## src/rtl/mem_arb_pkg.sv

```systemverilog
// Shared types for the memory arbiter: sequencer states and the owner-index width helper.
package mem_arb_pkg;

    typedef enum logic [1:0] {
        IDLE  = 2'd0,
        ISSUE = 2'd1,
        WAIT  = 2'd2,
        RESP  = 2'd3
    } state_t;

    // Width of an index able to name every requester (at least one bit).
    function automatic int owner_width(input int n);
        return (n > 1) ? $clog2(n) : 1;
    endfunction

endpackage

```

## src/rtl/mem_arbiter_rr_arbiter.sv

```systemverilog
// Combinational round-robin picker: searches upward from ptr+1 with wrap and
// returns the first requesting index.
module rr_arbiter #(
    parameter int NUM_REQ = 2,
    parameter int OW      = 1
) (
    input  logic [NUM_REQ-1:0] i_req,
    input  logic [OW-1:0]      i_ptr,
    output logic [OW-1:0]      o_grant,
    output logic               o_any_grant
);

    always_comb begin
        o_grant     = '0;
        o_any_grant = 1'b0;
        for (int k = 1; k <= NUM_REQ; k++) begin
            for (int j = 0; j < NUM_REQ; j++) begin
                if (!o_any_grant && i_req[j] && (j == (int'(i_ptr) + k) % NUM_REQ)) begin
                    o_grant     = OW'(j);
                    o_any_grant = 1'b1;
                end
            end
        end
    end

endmodule

```

## src/rtl/mem_arbiter.sv

```systemverilog
// Round-robin arbiter/sequencer sharing one single-port memory between NUM_REQ
// requesters; one 4-cycle transaction (IDLE, ISSUE, WAIT, RESP) at a time.
module mem_arbiter
    import mem_arb_pkg::*;
#(
    parameter int NUM_REQ    = 2,
    parameter int ADDR_WIDTH = 4,
    parameter int DATA_WIDTH = 32
) (
    input  logic                          clk,
    input  logic                          reset,
    input  logic [NUM_REQ-1:0]            req_valid,
    input  logic [NUM_REQ-1:0]            req_write,
    input  logic [NUM_REQ*ADDR_WIDTH-1:0] req_addr,
    input  logic [NUM_REQ*DATA_WIDTH-1:0] req_wdata,
    output logic [NUM_REQ-1:0]            req_ready,
    output logic [NUM_REQ-1:0]            rsp_valid,
    output logic [DATA_WIDTH-1:0]         rsp_rdata,
    output logic                          rsp_err,
    output logic                          mem_wr,
    output logic                          mem_rd,
    output logic [ADDR_WIDTH-1:0]         mem_addr,
    output logic [DATA_WIDTH-1:0]         mem_wdata,
    input  logic [DATA_WIDTH-1:0]         mem_rdata,
    input  logic                          mem_response,
    output state_t                        o_state
);

    localparam int OW = owner_width(NUM_REQ);

    typedef struct packed {
        logic                  write;
        logic [ADDR_WIDTH-1:0] addr;
        logic [DATA_WIDTH-1:0] wdata;
    } cmd_t;

    state_t               r_state;
    state_t               w_next_state;
    logic [OW-1:0]        r_ptr;
    logic [NUM_REQ-1:0]   r_owner_oh;
    cmd_t                 r_cmd;
    logic [OW-1:0]        w_grant;
    logic                 w_any;
    logic [NUM_REQ-1:0]   w_grant_oh;
    cmd_t                 w_pick;
    logic [NUM_REQ-1:0]   r_req_ready;
    logic [NUM_REQ-1:0]   r_rsp_valid;
    logic [DATA_WIDTH-1:0] r_rsp_rdata;
    logic                 r_rsp_err;
    logic                 r_mem_wr;
    logic                 r_mem_rd;
    logic [ADDR_WIDTH-1:0] r_mem_addr;
    logic [DATA_WIDTH-1:0] r_mem_wdata;
    logic [OW-1:0]        r_owner;

    rr_arbiter #(
        .NUM_REQ (NUM_REQ),
        .OW      (OW)
    ) u_rr (
        .i_req       (req_valid),
        .i_ptr       (r_ptr),
        .o_grant     (w_grant),
        .o_any_grant (w_any)
    );

    always_comb begin
        w_pick     = '0;
        w_grant_oh = '0;
        for (int j = 0; j < NUM_REQ; j++) begin
            if (OW'(j) == w_grant) begin
                w_pick.write  = req_write[j];
                w_pick.addr   = req_addr[j*ADDR_WIDTH +: ADDR_WIDTH];
                w_pick.wdata  = req_wdata[j*DATA_WIDTH +: DATA_WIDTH];
                w_grant_oh[j] = w_any;
            end
        end
    end

    always_comb begin
        w_next_state = r_state;
        case (r_state)
            IDLE:    if (w_any) w_next_state = ISSUE;
            ISSUE:   w_next_state = WAIT;
            WAIT:    w_next_state = RESP;
            RESP:    w_next_state = IDLE;
            default: w_next_state = IDLE;
        endcase
    end

    always_ff @(posedge clk) begin
        if (reset) r_state <= IDLE;
        else       r_state <= w_next_state;
    end

    // Outputs are registered, so strobes and pulses are loaded one state ahead.
    always_ff @(posedge clk) begin
        if (reset) begin
            r_ptr       <= OW'(NUM_REQ - 1);
            r_owner     <= '0;
            r_owner_oh  <= '0;
            r_cmd       <= '0;
            r_req_ready <= '0;
            r_rsp_valid <= '0;
            r_rsp_rdata <= '0;
            r_rsp_err   <= 1'b0;
            r_mem_wr    <= 1'b0;
            r_mem_rd    <= 1'b0;
            r_mem_addr  <= '0;
            r_mem_wdata <= '0;
        end else begin
            r_req_ready <= '0;
            r_rsp_valid <= '0;
            r_mem_wr    <= 1'b0;
            r_mem_rd    <= 1'b0;
            case (r_state)
                IDLE: begin
                    if (w_any) begin
                        r_owner     <= w_grant;
                        r_owner_oh  <= w_grant_oh;
                        r_cmd       <= w_pick;
                        r_req_ready <= w_grant_oh;
                        r_mem_wr    <= w_pick.write;
                        r_mem_rd    <= !w_pick.write;
                        r_mem_addr  <= w_pick.addr;
                        r_mem_wdata <= w_pick.wdata;
                    end
                end
                ISSUE: r_ptr <= r_owner;
                WAIT: begin
                    r_rsp_valid <= r_owner_oh;
                    r_rsp_rdata <= r_cmd.write ? '0 : mem_rdata;
                    r_rsp_err   <= r_cmd.write & !mem_response;
                end
                default: ;
            endcase
        end
    end

    assign req_ready = r_req_ready;
    assign rsp_valid = r_rsp_valid;
    assign rsp_rdata = r_rsp_rdata;
    assign rsp_err   = r_rsp_err;
    assign mem_wr    = r_mem_wr;
    assign mem_rd    = r_mem_rd;
    assign mem_addr  = r_mem_addr;
    assign mem_wdata = r_mem_wdata;
    assign o_state   = r_state;

endmodule
```

## config.mk

```make
export PLATFORM = sky130hd
export DESIGN_NAME = mem_arbiter
export DESIGN_NICKNAME = d
export VERILOG_FILES = /design/src/rtl/mem_arb_pkg.sv /design/src/rtl/mem_arbiter_rr_arbiter.sv /design/src/rtl/mem_arbiter.sv
export SDC_FILE = /design/constraint.sdc
export NUM_CORES = 1
export LEC_CHECK = 0
export ABC_AREA = 0
export ABC_CLOCK_PERIOD_IN_PS = 1750
export BUFFER_PORTS_ARGS = -buffer_cell sky130_fd_sc_hd__buf_2
export CORE_MARGIN = 2
export CORE_UTILIZATION = 35
export CTS_BUF_LIST = sky130_fd_sc_hd__clkbuf_16
export DETAILED_ROUTE_END_ITERATION = 10
export GPL_TIMING_DRIVEN = 0
export PLACE_DENSITY = 0.66
export SYNTH_ARGS = -nofsm -noshare
export SYNTH_HDL_FRONTEND = slang
export SYNTH_HIERARCHICAL = 1
export SYNTH_SLANG_ARGS = --single-unit
```

## constraint.sdc

```tcl
create_clock -name clk -period 1.75 [get_ports clk]
set_input_delay 0.4375 -clock clk [delete_from_list [all_inputs] [get_ports clk]]
set_output_delay 0.4375 -clock clk [all_outputs]
set_load 0.05 [all_outputs]
```

==> results.json <==
{
  "drt_first_pass_iters": 4,
  "synth_fp_nets": 458,
  "r2r-end": "r_owner",
  "startpoint_type": "flop",
  "synth-seq-cells": 82,
  "worst-r2r-setup-slack_ns": 0.19,
  "ant_nets": 0,
  "drt_iter0_markers": 66,
  "track_usage_pct": 16.20,
  "mostFrequentLayoutCells": "203 x buf_2, 82 x dfxtp_1, 37 x mux2i_1",
  "min_period_ns": 1.564,
  "num_vias": 3005,
  "cp_max_fo": 10,
  "max_stage_delay_ns": 0.37,
  "synth_edf_count": 0,
  "nets": 656,
  "cts_hold_buffers": 0,
  "synthDistinctLibCells": 24,
  "place.gp.congestion": 0.7972,
  "post_cts_buffers": 0,
  "htreeDepth": 3,
  "netlist_area_um2": 3178,
  "netlist_instances": 344,
  "grt_antenna_before_repair": 0,
  "cts_sinks": 82,
  "totalWireLength_um": 8133,
  "die_w_um": 99.29,
  "path_cells": "inv_1, ha_1, nand3b_1, buf_2, nor2_2, a21o_1",
  "fin_hold_ws_ns": 0.3314,
  "tightest_slew_ns": 0.4229,
  "final_core_util_pct": 52.00,
  "holdPathEnd": "rsp_rdata[13]",
  "cp_top_family": "flip-flops",
  "critPathRequiredTime_ns": 1.97,
  "grt_pass1_wl_um": 13070,
  "ir_worst_vdd_v": 0.0007064,
  "setup_viol": 0,
  "leakage_nw": 2.332,
  "critical-path-slowest-cell": "dfxtp_1",
  "ys.flop_type": "dfxtp_1",
  "cts_buffers": 9,
  "powerDensity_nw_per_um2": 1720,
  "rsz0062_at_grt": "no",
  "core_um2": 8763,
  "hold_viol": 0,
  "slew_headroom_pct": 71.81,
  "io_pins": 188,
  "grt_pass1_vias": 2874,
  "grt.overflow.total": 0,
  "die_h_um": 99.29,
  "cts_resized": 0,
  "start_util_pct": 36.26,
  "clk_pin_slew_worst_paths_ns": 0.07,
  "drive_gt1_share_pct": 42.05,
  "io_buffer_count": 187,
  "wire_per_inst_um": 12.42,
  "diodes": 0,
  "drcViolationCount": 0,
  "insertion_delay_ns": 0.33,
  "final_common_cell": "buf_2",
  "grt_max_degree": 16,
  "post-route-period-util_pct": 89.37,
  "cts_root_buffer": "clkbuf_16",
  "clockBufferDepth": 2,
  "endpoint_kind": "flop",
  "flow.area_growth_from_synthesis_pct": 43.39,
  "crit_buf_inv": 2,
  "outcome": "complete, no violations",
  "rows": 34,
  "finClkSkew_ns": 0.006388,
  "hold_path_depth": 3,
  "yosysSeqAreaShare_pct": 51.65,
  "min_from": "mem_rdata[13]",
  "dieArea_um2": 9859,
  "cp.arrival_ns": 1.79,
  "dp_hpwl_um": 6400,
  "criticalPathCategory": "reg -> reg",
  "yosysWarnings": 6,
  "clock.fmax_ghz": 0.6394,
  "vias_per_cell": 4.588,
  "synthArstFlopShare_pct": 0,
  "maxSlewViolCount": 0,
  "fillers": 848,
  "avgSynthCellArea_um2": 9.239,
  "ff2ff_path_depth": 6,
  "rr_startpoint": "o_state[0]",
  "hold_class": "in -> reg",
  "maxCapViolations": 0,
  "cts_tree": "yes"
}
## worst reg2reg max path, stage by stage (launching register included)
cell      delay (ns)
dfxtp_1         0.37
inv_1           0.08
ha_1            0.26
nand3b_1        0.23
buf_2           0.29
nor2_2          0.07
a21o_1          0.15
## how the worst max path moves through the flow
| stage | startpoint | to | slack, ns | cells after the start |
|---|---|---|---|---|
| finish | o_state[0] | r_owner | 0.19 | 6 |
| global route | o_state[1] | r_owner | 0.05 | 6 |
| CTS | o_state[0] | mem_wdata[17] | 0.11 | 6 |
| detailed placement | req_valid[1] | mem_wdata[23] | -0.008 | 6 |
| global placement | req_valid[1] | mem_wdata[11] | -0.02 | 6 |
| floorplan | o_state[0] | rsp_rdata[10] | 0.06 | 7 |
## stage by stage
step	std cells	worst slack, ns	instance area [um2]	total power, mW	setup TNS, ns
after global placement	639	-0.01660	4249	5.966	-0.3724
final	655	0.1861	4557	7.840	0
after global routing	655	0.05105	4557	8.268	0
after CTS	655	0.1107	4551	7.920	0
after floorplan	344	0.06229	3178	5.163	0
after detailed placement	639	-0.008204	4249	6.015	-0.03419
## per-layer routing
| layer | GRT usage (%) | part of all wire (%) | wire (um) |
|---|---|---|---|
| met2 | 27.29 | 45 | 3662 |
| met1 | 20.30 | 46 | 3705 |
| met4 | 5.690 | 1.3 | 104 |
| met3 | 3.865 | 8.1 | 661 |
| met5 | 0 | 0 | 0 |
## synthesized netlist by cell type (2+ instances only)
cell | instances | share of area, %
nand2_1 | 36 | 4.3
inv_1 | 3 | 0.35
nand2b_1 | 2 | 0.39
buf_4 | 3 | 0.71
dfxtp_1 | 82 | 52
mux2i_1 | 37 | 12
nor2b_1 | 35 | 6.9
nand3b_1 | 2 | 0.47
buf_2 | 16 | 2.5
a21oi_1 | 34 | 5.4
and3b_1 | 2 | 0.55
a21o_1 | 4 | 0.94
nor2_2 | 3 | 0.59
nor2_1 | 35 | 4.1
o21ai_1 | 36 | 5.7
clkbuf_1 | 4 | 0.47
ha_1 | 3 | 1.2
## state kept, by name, summed over array words and instances, names as in the netlist
register    flops
r_cmd           1
mem_addr        4
r_ptr           1
rsp_rdata      32
mem_wdata      32
r_owner         1
mem_rd          1
mem_wr          1
r_owner_oh      2
req_ready       2
rsp_valid       2
o_state         2
rsp_err         1
## power breakdown
part | switching [mW] | leakage (nW) | internal [mW]
Combinational | 2.48 | 1.52 | 0.926
Clock | 0.769 | 0.138 | 1.11
Sequential | 0.221 | 0.671 | 2.33
## cells by family (layout without fill, tap and decap cells)
family          count (synthesis)  count (layout)  synth area share (%)
compound gates                 77              77                 12.72
fa+ha+maj                       3               3                 1.181
buf+inv                        28             231                 4.882
flops                          82              82                 51.65
mux                            38              38                 12.09
simple gates                  116             116                 17.48
## final cells by class
type                    instances  area (um2)  share of cell area (%)
plain buffers                  25       146.4                   3.213
clock inverters                 7       76.32                   1.675
inverters                       3       11.26                  0.2471
clock buffers                   9       225.2                   4.942
repair buffers                187       935.9                   20.54
multi-input cells             234        1385                   30.40
flip-flops and latches         82        1642                   36.02
well taps                     108       135.1                   2.965
No activity file was read; power rests on OpenSTA's default activity.
